File: config.mk
export PLATFORM = sky130hd
export DESIGN_NAME = ws2811_decoder
export DESIGN_NICKNAME = d
export VERILOG_FILES = /design/src/rtl/ws2811_pkg.sv /design/src/rtl/ws2811_sync.sv /design/src/rtl/ws2811_decoder.sv
export SDC_FILE = /design/constraint.sdc
export NUM_CORES = 1
export LEC_CHECK = 0
export ABC_AREA = 1
export BUFFER_PORTS_ARGS = -buffer_cell sky130_fd_sc_hd__buf_4
export CAP_MARGIN = 20
export CORE_MARGIN = 2
export CORE_UTILIZATION = 60
export DETAILED_ROUTE_END_ITERATION = 8
export GPL_TIMING_DRIVEN = 0
export PLACE_DENSITY = 0.78
export SETUP_SLACK_MARGIN = 0.02
export SLEW_MARGIN = 0
export SYNTH_ARGS = -nofsm -noshare
export SYNTH_HDL_FRONTEND = slang
export SYNTH_SLANG_ARGS = --single-unit
File: constraint.sdc
create_clock -name clk -period 3.9 [get_ports clk]
set_input_delay 0.39 -clock clk [delete_from_list [all_inputs] [get_ports clk]]
set_output_delay 0.39 -clock clk [all_outputs]
set_load 0.02 [all_outputs]
File: src/rtl/ws2811_pkg.sv
// Shared WS2811 definitions: FSM state encoding and 100 MHz link timing defaults.
// Used by the receive decoder and the PWM transmitter.
`timescale 1ns/1ps
package ws2811_pkg;

  typedef logic [1:0] state_t;

  localparam logic [1:0] S_SYNC = 2'd0;
  localparam logic [1:0] S_IDLE = 2'd1;
  localparam logic [1:0] S_HIGH = 2'd2;
  localparam logic [1:0] S_LOW  = 2'd3;

  // Line timing in 100 MHz clock cycles
  localparam int T0H       = 25;
  localparam int T1H       = 60;
  localparam int TBIT      = 125;
  localparam int RESET_GAP = 5000;

  localparam int BIT_THRESH_DEF = 42;
  localparam int MIN_HIGH_DEF   = 8;
  localparam int MAX_HIGH_DEF   = 100;
  localparam int CNT_W_DEF      = 13;
  localparam int FWD_SKIP_DEF   = 3;

endpackage

File: src/rtl/ws2811_sync.sv
// Two-flop synchronizer for the asynchronous WS2811 line, followed by a registered
// edge detector. lvl_o lags the pin by 2 clk, rise_o/fall_o by 3 clk.
`timescale 1ns/1ps
module ws2811_sync (
  input  logic clk,
  input  logic rst,
  input  logic line_i,
  output logic lvl_o,
  output logic rise_o,
  output logic fall_o
);

  logic meta_q, lvl_q, prev_q, rise_q, fall_q;

  always_ff @(posedge clk or posedge rst) begin
    if (rst) begin
      meta_q <= 1'b0;
      lvl_q  <= 1'b0;
      prev_q <= 1'b0;
      rise_q <= 1'b0;
      fall_q <= 1'b0;
    end else begin
      meta_q <= line_i;
      lvl_q  <= meta_q;
      prev_q <= lvl_q;
      rise_q <= lvl_q & ~prev_q;
      fall_q <= ~lvl_q & prev_q;
    end
  end

  assign lvl_o  = lvl_q;
  assign rise_o = rise_q;
  assign fall_o = fall_q;

endmodule

File: src/rtl/ws2811_decoder.sv
// WS2811 one-wire receiver: pulse-width bit decode, MSB-first byte assembly, latch gap detect.
// Optional pixel forwarding is compiled in with `define WS2811_FORWARD_EN.
`timescale 1ns/1ps
module ws2811_decoder
  import ws2811_pkg::*;
#(
`ifdef WS2811_FORWARD_EN
  parameter int FWD_SKIP   = FWD_SKIP_DEF,
`endif
  parameter int BIT_THRESH = BIT_THRESH_DEF,
  parameter int MIN_HIGH   = MIN_HIGH_DEF,
  parameter int MAX_HIGH   = MAX_HIGH_DEF,
  parameter int RESET_LOW  = RESET_GAP,
  parameter int CNT_W      = CNT_W_DEF
) (
  input  logic       clk,
  input  logic       rst,
  input  logic       PWM_signal,
  output logic [7:0] saida_dados,
  output logic       valid,
  output logic       frame_end,
  output logic       bit_error,
  output logic       PWM_fwd
);

  localparam logic [CNT_W-1:0] CNT_ONE  = CNT_W'(1);
  localparam logic [CNT_W-1:0] HI_MIN   = CNT_W'(MIN_HIGH);
  localparam logic [CNT_W-1:0] HI_MAX   = CNT_W'(MAX_HIGH);
  localparam logic [CNT_W-1:0] HI_THR   = CNT_W'(BIT_THRESH);
  localparam logic [CNT_W-1:0] LOW_LAST = CNT_W'(RESET_LOW - 1);

  logic             lvl, rise, fall;
  state_t           state_q, state_d;
  logic [CNT_W-1:0] hcnt_q, hcnt_d, lcnt_q, lcnt_d;
  logic [7:0]       shift_q, shift_d, data_q, data_d, byte_cnt_q, byte_cnt_d;
  logic [2:0]       bit_cnt_q, bit_cnt_d;
  logic             valid_q, valid_d, frame_end_q, frame_end_d, bit_error_q, bit_error_d;
  logic [7:0]       shifted;
  logic             emit_ok;

  ws2811_sync u_sync (
    .clk    (clk),
    .rst    (rst),
    .line_i (PWM_signal),
    .lvl_o  (lvl),
    .rise_o (rise),
    .fall_o (fall)
  );

`ifdef WS2811_FORWARD_EN
  // The first FWD_SKIP bytes belong to this pixel; the rest of the frame is passed on.
  assign emit_ok = (byte_cnt_q < 8'(FWD_SKIP));
  assign PWM_fwd = lvl & ~emit_ok;
`else
  assign emit_ok = 1'b1;
  assign PWM_fwd = 1'b0;
`endif

  assign shifted = {shift_q[6:0], (hcnt_q >= HI_THR)};

  always_comb begin
    state_d     = state_q;
    hcnt_d      = hcnt_q;
    lcnt_d      = lcnt_q;
    shift_d     = shift_q;
    bit_cnt_d   = bit_cnt_q;
    byte_cnt_d  = byte_cnt_q;
    data_d      = data_q;
    valid_d     = 1'b0;
    frame_end_d = 1'b0;
    bit_error_d = 1'b0;

    case (state_q)
      S_SYNC: begin
        shift_d    = '0;
        bit_cnt_d  = '0;
        byte_cnt_d = '0;
        if (lvl) begin
          lcnt_d = '0;
        end else if (lcnt_q == LOW_LAST) begin
          lcnt_d  = '0;
          state_d = S_IDLE;
        end else begin
          lcnt_d = lcnt_q + CNT_ONE;
        end
      end

      S_IDLE: begin
        if (rise) begin
          hcnt_d  = CNT_ONE;
          state_d = S_HIGH;
        end
      end

      S_HIGH: begin
        if (fall) begin
          if ((hcnt_q < HI_MIN) || (hcnt_q >= HI_MAX)) begin
            bit_error_d = 1'b1;
            state_d     = S_SYNC;
            lcnt_d      = '0;
            shift_d     = '0;
            bit_cnt_d   = '0;
            byte_cnt_d  = '0;
          end else begin
            shift_d   = shifted;
            bit_cnt_d = bit_cnt_q + 3'd1;
            lcnt_d    = CNT_ONE;
            state_d   = S_LOW;
            if (bit_cnt_q == 3'd7) begin
              if (byte_cnt_q != 8'hFF) byte_cnt_d = byte_cnt_q + 8'd1;
              if (emit_ok) begin
                valid_d = 1'b1;
                data_d  = shifted;
              end
            end
          end
        end else begin
          hcnt_d = (hcnt_q < HI_MAX) ? hcnt_q + CNT_ONE : hcnt_q;
          // A stuck-high line is rejected without waiting for the fall.
          if (hcnt_d >= HI_MAX) begin
            bit_error_d = 1'b1;
            state_d     = S_SYNC;
            lcnt_d      = '0;
            shift_d     = '0;
            bit_cnt_d   = '0;
            byte_cnt_d  = '0;
          end
        end
      end

      S_LOW: begin
        if (rise) begin
          hcnt_d  = CNT_ONE;
          state_d = S_HIGH;
        end else if (lcnt_q == LOW_LAST) begin
          frame_end_d = 1'b1;
          bit_error_d = (bit_cnt_q != 3'd0);
          lcnt_d      = '0;
          shift_d     = '0;
          bit_cnt_d   = '0;
          byte_cnt_d  = '0;
          state_d     = S_IDLE;
        end else begin
          lcnt_d = lcnt_q + CNT_ONE;
        end
      end

      default: state_d = S_SYNC;
    endcase
  end

  always_ff @(posedge clk or posedge rst) begin
    if (rst) begin
      state_q     <= S_SYNC;
      hcnt_q      <= '0;
      lcnt_q      <= '0;
      shift_q     <= '0;
      bit_cnt_q   <= '0;
      byte_cnt_q  <= '0;
      data_q      <= '0;
      valid_q     <= 1'b0;
      frame_end_q <= 1'b0;
      bit_error_q <= 1'b0;
    end else begin
      state_q     <= state_d;
      hcnt_q      <= hcnt_d;
      lcnt_q      <= lcnt_d;
      shift_q     <= shift_d;
      bit_cnt_q   <= bit_cnt_d;
      byte_cnt_q  <= byte_cnt_d;
      data_q      <= data_d;
      valid_q     <= valid_d;
      frame_end_q <= frame_end_d;
      bit_error_q <= bit_error_d;
    end
  end

  assign saida_dados = data_q;
  assign valid       = valid_q;
  assign frame_end   = frame_end_q;
  assign bit_error   = bit_error_q;

endmodule
==> reports/summary.txt <==
==================================================================================================
Count of buffers added by post-CTS timing repair for setup                                       0
TritonCTS clock tree                                                                          done
Min setup slack post-route                                                                 1.95 ns
Reg2reg end                                                                           saida_dados[2]
Cells after Synth                                                                              367
Power per cell area                                                                    285 nW/um^2
Dominant combinational cell family by area after synthesis                            simple AND/OR/NAND/NOR gates
Clock root buffer                                                                     sky130_fd_sc_hd__clkbuf_8
Worst setup path startpoint                                                              hcnt_q[9]
Startpoint kind of the worst setup timing path                                                flop
Synth Area in Compound Gates                                                                 7.09%
Number of synthesized flops with an enable pin                                                   0
Count of H-tree levels built during CTS                                                          2
First-pass GRT wire length                                                            9400 microns
Maximum number of pins on one net before global-route repair                                    29
Hold Violations, Final                                                                           0
Number of unique standard cell types used by synthesis                                          36
Post-layout minimum cycle time                                                             1.95 ns
Top cell type by total area after synthesis                                           sky130_fd_sc_hd__dfrtp_1
Count of buffers inserted at the top-level ports                                                13
Width of the die                                                                      74.3 microns
Met1 routing resource usage after global routing                                             30.0%
Final setup vio count                                                                            0
Iteration count of the initial detailed-routing pass                                             4
Most frequent cells after synthesis                                                   104 x sky130_fd_sc_hd__nand2_1, 54 x sky130_fd_sc_hd__dfrtp_1, 38 x sky130_fd_sc_hd__inv_1
Number of gates resized after CTS                                                                0
Clock transition time at the flip-flop clock pins of the worst setup and hold paths        0.10 ns
DRC errors left                                                                                  0
Peak-usage layer in the global routing report                                                 met2
Met2 track demand over resource                                                              35.6%
Final clock skew                                                                        0.00839 ns
Fin Setup TNS                                                                                 0 ns
Layout cell share with drive strength beyond 1                                               20.8%
Share of synthesized area spent on multiplexers                                                 0%
Initial Utilization                                                                          62.3%
Reg2Reg Setup Slack                                                                        1.95 ns
Post-layout nets                                                                               397
Full die area                                                                           5520 sq um
Req. time, crit path                                                                       4.16 ns
Result of the run                                                                     finished, final reports clean
Area inside the core boundary                                                           4750 sq um
Estimated wirelength of the detail-placed design                                      4100 microns
Routed vias                                                                                  2,333
Leakage power total                                                                     0.00175 uW
Area share of fa/ha/maj cells after synthesis                                                2.53%
Max-cap check violation count                                                                    0
Area Overhead vs Synth                                                                       10.2%
Relative max-transition margin                                                               60.2%
Fin crit share                                                                               50.1%
Clock insertion delay at the later pin of the skew report                                  0.31 ns
Reg-to-Reg Start                                                                         hcnt_q[9]
Post-Syn Nets                                                                                  376
RSZ-0062 raised after global routing                                                            no
Worst Tran Pin Value                                                                      0.597 ns
Most instantiated flip-flop cell in the synthesis netlist                             sky130_fd_sc_hd__dfrtp_1
Number of max-slew violations in the final report                                                0
Number of antenna repair diodes                                                                  0
Chip height                                                                           74.3 microns
Maximum ir drop on the vdd rail                                                             230 uV
Worst Setup End Kind                                                                          flop
Boundary pin count                                                                              15
Register area share after synthesis                                                          45.6%
HP Class                                                                              input pin to async pin
Area share of xor/xnor cells in the synthesized design                                       1.18%
Initial DRC Count                                                                              155
Bufs on Longest Clock Path                                                                       2
Most area-consuming cells after synthesis                                             sky130_fd_sc_hd__dfrtp_1 46%, sky130_fd_sc_hd__nand2_1 13%, sky130_fd_sc_hd__nand3_1 5.4%, sky130_fd_sc_hd__inv_1 4.8%, sky130_fd_sc_hd__nand2_2 4.6%
CP max FO                                                                                        9
Via/cell ratio                                                                                5.12
Proportion of netlist area held by the largest area contributor                              45.6%
Path type of the worst setup path                                                     flop to flop
Simple-gate share of the synthesized area                                                    35.5%
Number of sinks handled by clock tree synthesis                                                 54
Placer congestion estimate                                                                   0.862
Cell area after synthesis                                                               2960 sq um
Number of warnings printed during yosys synthesis                                                0
Met3 usage                                                                                   4.88%
Via count of the first global-routing pass                                                   2,136
WP data arrival                                                                            2.21 ns
Number of buffers created by CTS                                                                 5
Initial antenna violation count                                                                  0
Dominant cell by count in the synthesized netlist                                     sky130_fd_sc_hd__nand2_1
Maximum clock frequency                                                                    512 MHz
Routed len/inst                                                                       12.2 microns
Global route total overflow                                                                      0
Proportion of register bits with asynchronous set or reset after synthesis                    100%
Post-DRT Antenna Nets                                                                            0
Worst r2r path cells                                                                            13
Placement Rows                                                                                  25
Number of hold-repair buffers added at the cts stage                                             0
Setup WS pre-CTS                                                                           1.96 ns
Average cell area after synthesis                                                       8.08 sq um
Overall routed net length                                                             5560 microns
#FFs+latches synth                                                                              54
Aggregate global-route resource usage                                                        22.0%
==================================================================================================
==> registers in the layout, indices dropped and copies added, names as in the netlist, 2 cells and up <==
name / cells
bit_cnt_q: 3
saida_dados: 8
shift_q: 7
state_q: 2
lcnt_q: 13
hcnt_q: 13
==> cells by family after synthesis <==
group	Yosys count
AND/OR/NAND/NOR	219
flip-flops	54
buffers and inverters	51
AO/OA/AOI/OAI	32
adder cells (fa/ha/maj)	6
XOR/XNOR	4
other	1
==> critical path, stage by stage, from the launching register on <==
cell                       delay, ns
sky130_fd_sc_hd__dfrtp_1        0.42
sky130_fd_sc_hd__nor2_4         0.18
sky130_fd_sc_hd__nand2_4        0.08
sky130_fd_sc_hd__nor2_8         0.13
sky130_fd_sc_hd__nand2_4        0.10
sky130_fd_sc_hd__inv_4          0.09
sky130_fd_sc_hd__o21ai_0        0.09
sky130_fd_sc_hd__nor2_1         0.14
sky130_fd_sc_hd__nand2_1        0.12
sky130_fd_sc_hd__inv_2          0.10
sky130_fd_sc_hd__nand2_2        0.14
sky130_fd_sc_hd__clkinv_2       0.16
sky130_fd_sc_hd__nand2_1        0.07
sky130_fd_sc_hd__nand2_1        0.06
==> where the power goes <==
part,internal (uW),leakage [uW],switching (uW)
Clock,146,0.0000514,187
Sequential,564,0.000743,4.70
Combinational,9.15,0.000951,20.8
Total,720,0.00175,212
==> through the flow <==
step                cell area (sq um)  hold WS [ns]  util (%)  total power (uW)  std cells
floorplan                        2960         0.331         -               600        367
global placement                 3150         0.332      66.2               608        447
detailed placement               3170         0.340      66.6               611        448
CTS                              3270         0.154      68.7               938        456
global route                     3270         0.173      68.7               968        456
finish                           3270         0.139      68.7               932        456
==> area by class of cell <==
| cell class | instances | area, sq um |
|---|---|---|
| repair buffers | 14 | 118 |
| inverters | 45 | 173 |
| clock buffers | 6 | 82.6 |
| clock inverters | 2 | 17.5 |
| well taps | 67 | 83.8 |
| fillers | 433 | 1490 |
| flip-flops and latches | 54 | 1350 |
| multi-input cells | 262 | 1380 |
| plain buffers | 6 | 65.1 |
==> layout by cell type (no fill, tap or decap), drive strengths merged, types with 4 or more instances in the layout <==
master    n
ha        6
inv      43
o21ai    19
clkinv    4
buf      20
o22ai     6
nand4     5
nand2   130
dfrtp    54
clkbuf    6
nand3    35
nor2     34
xor2      4
nor3      9
==> routing by layer <==
layer  wire length (microns)  vias to the layer above  part of all wire, %
met5                       0                        -                    0
met4                      89                        0                  1.6
met3                     182                        6                  3.3
met2                    2690                       40                   48
met1                    2600                     1083                   47
li1                        -                     1204                    -
==> worst max-delay path by stage <==
stage                endpoint  cells past startpoint
6_report       saida_dados[2]                     13
5_1_grt        saida_dados[2]                     13
4_1_cts          bit_cnt_q[0]                     11
3_5_place_dp     bit_cnt_q[0]                     11
3_3_place_gp        lcnt_q[3]                      2
2_1_floorplan    bit_cnt_q[0]                      1
No activity file was read; power rests on OpenSTA's default activity.
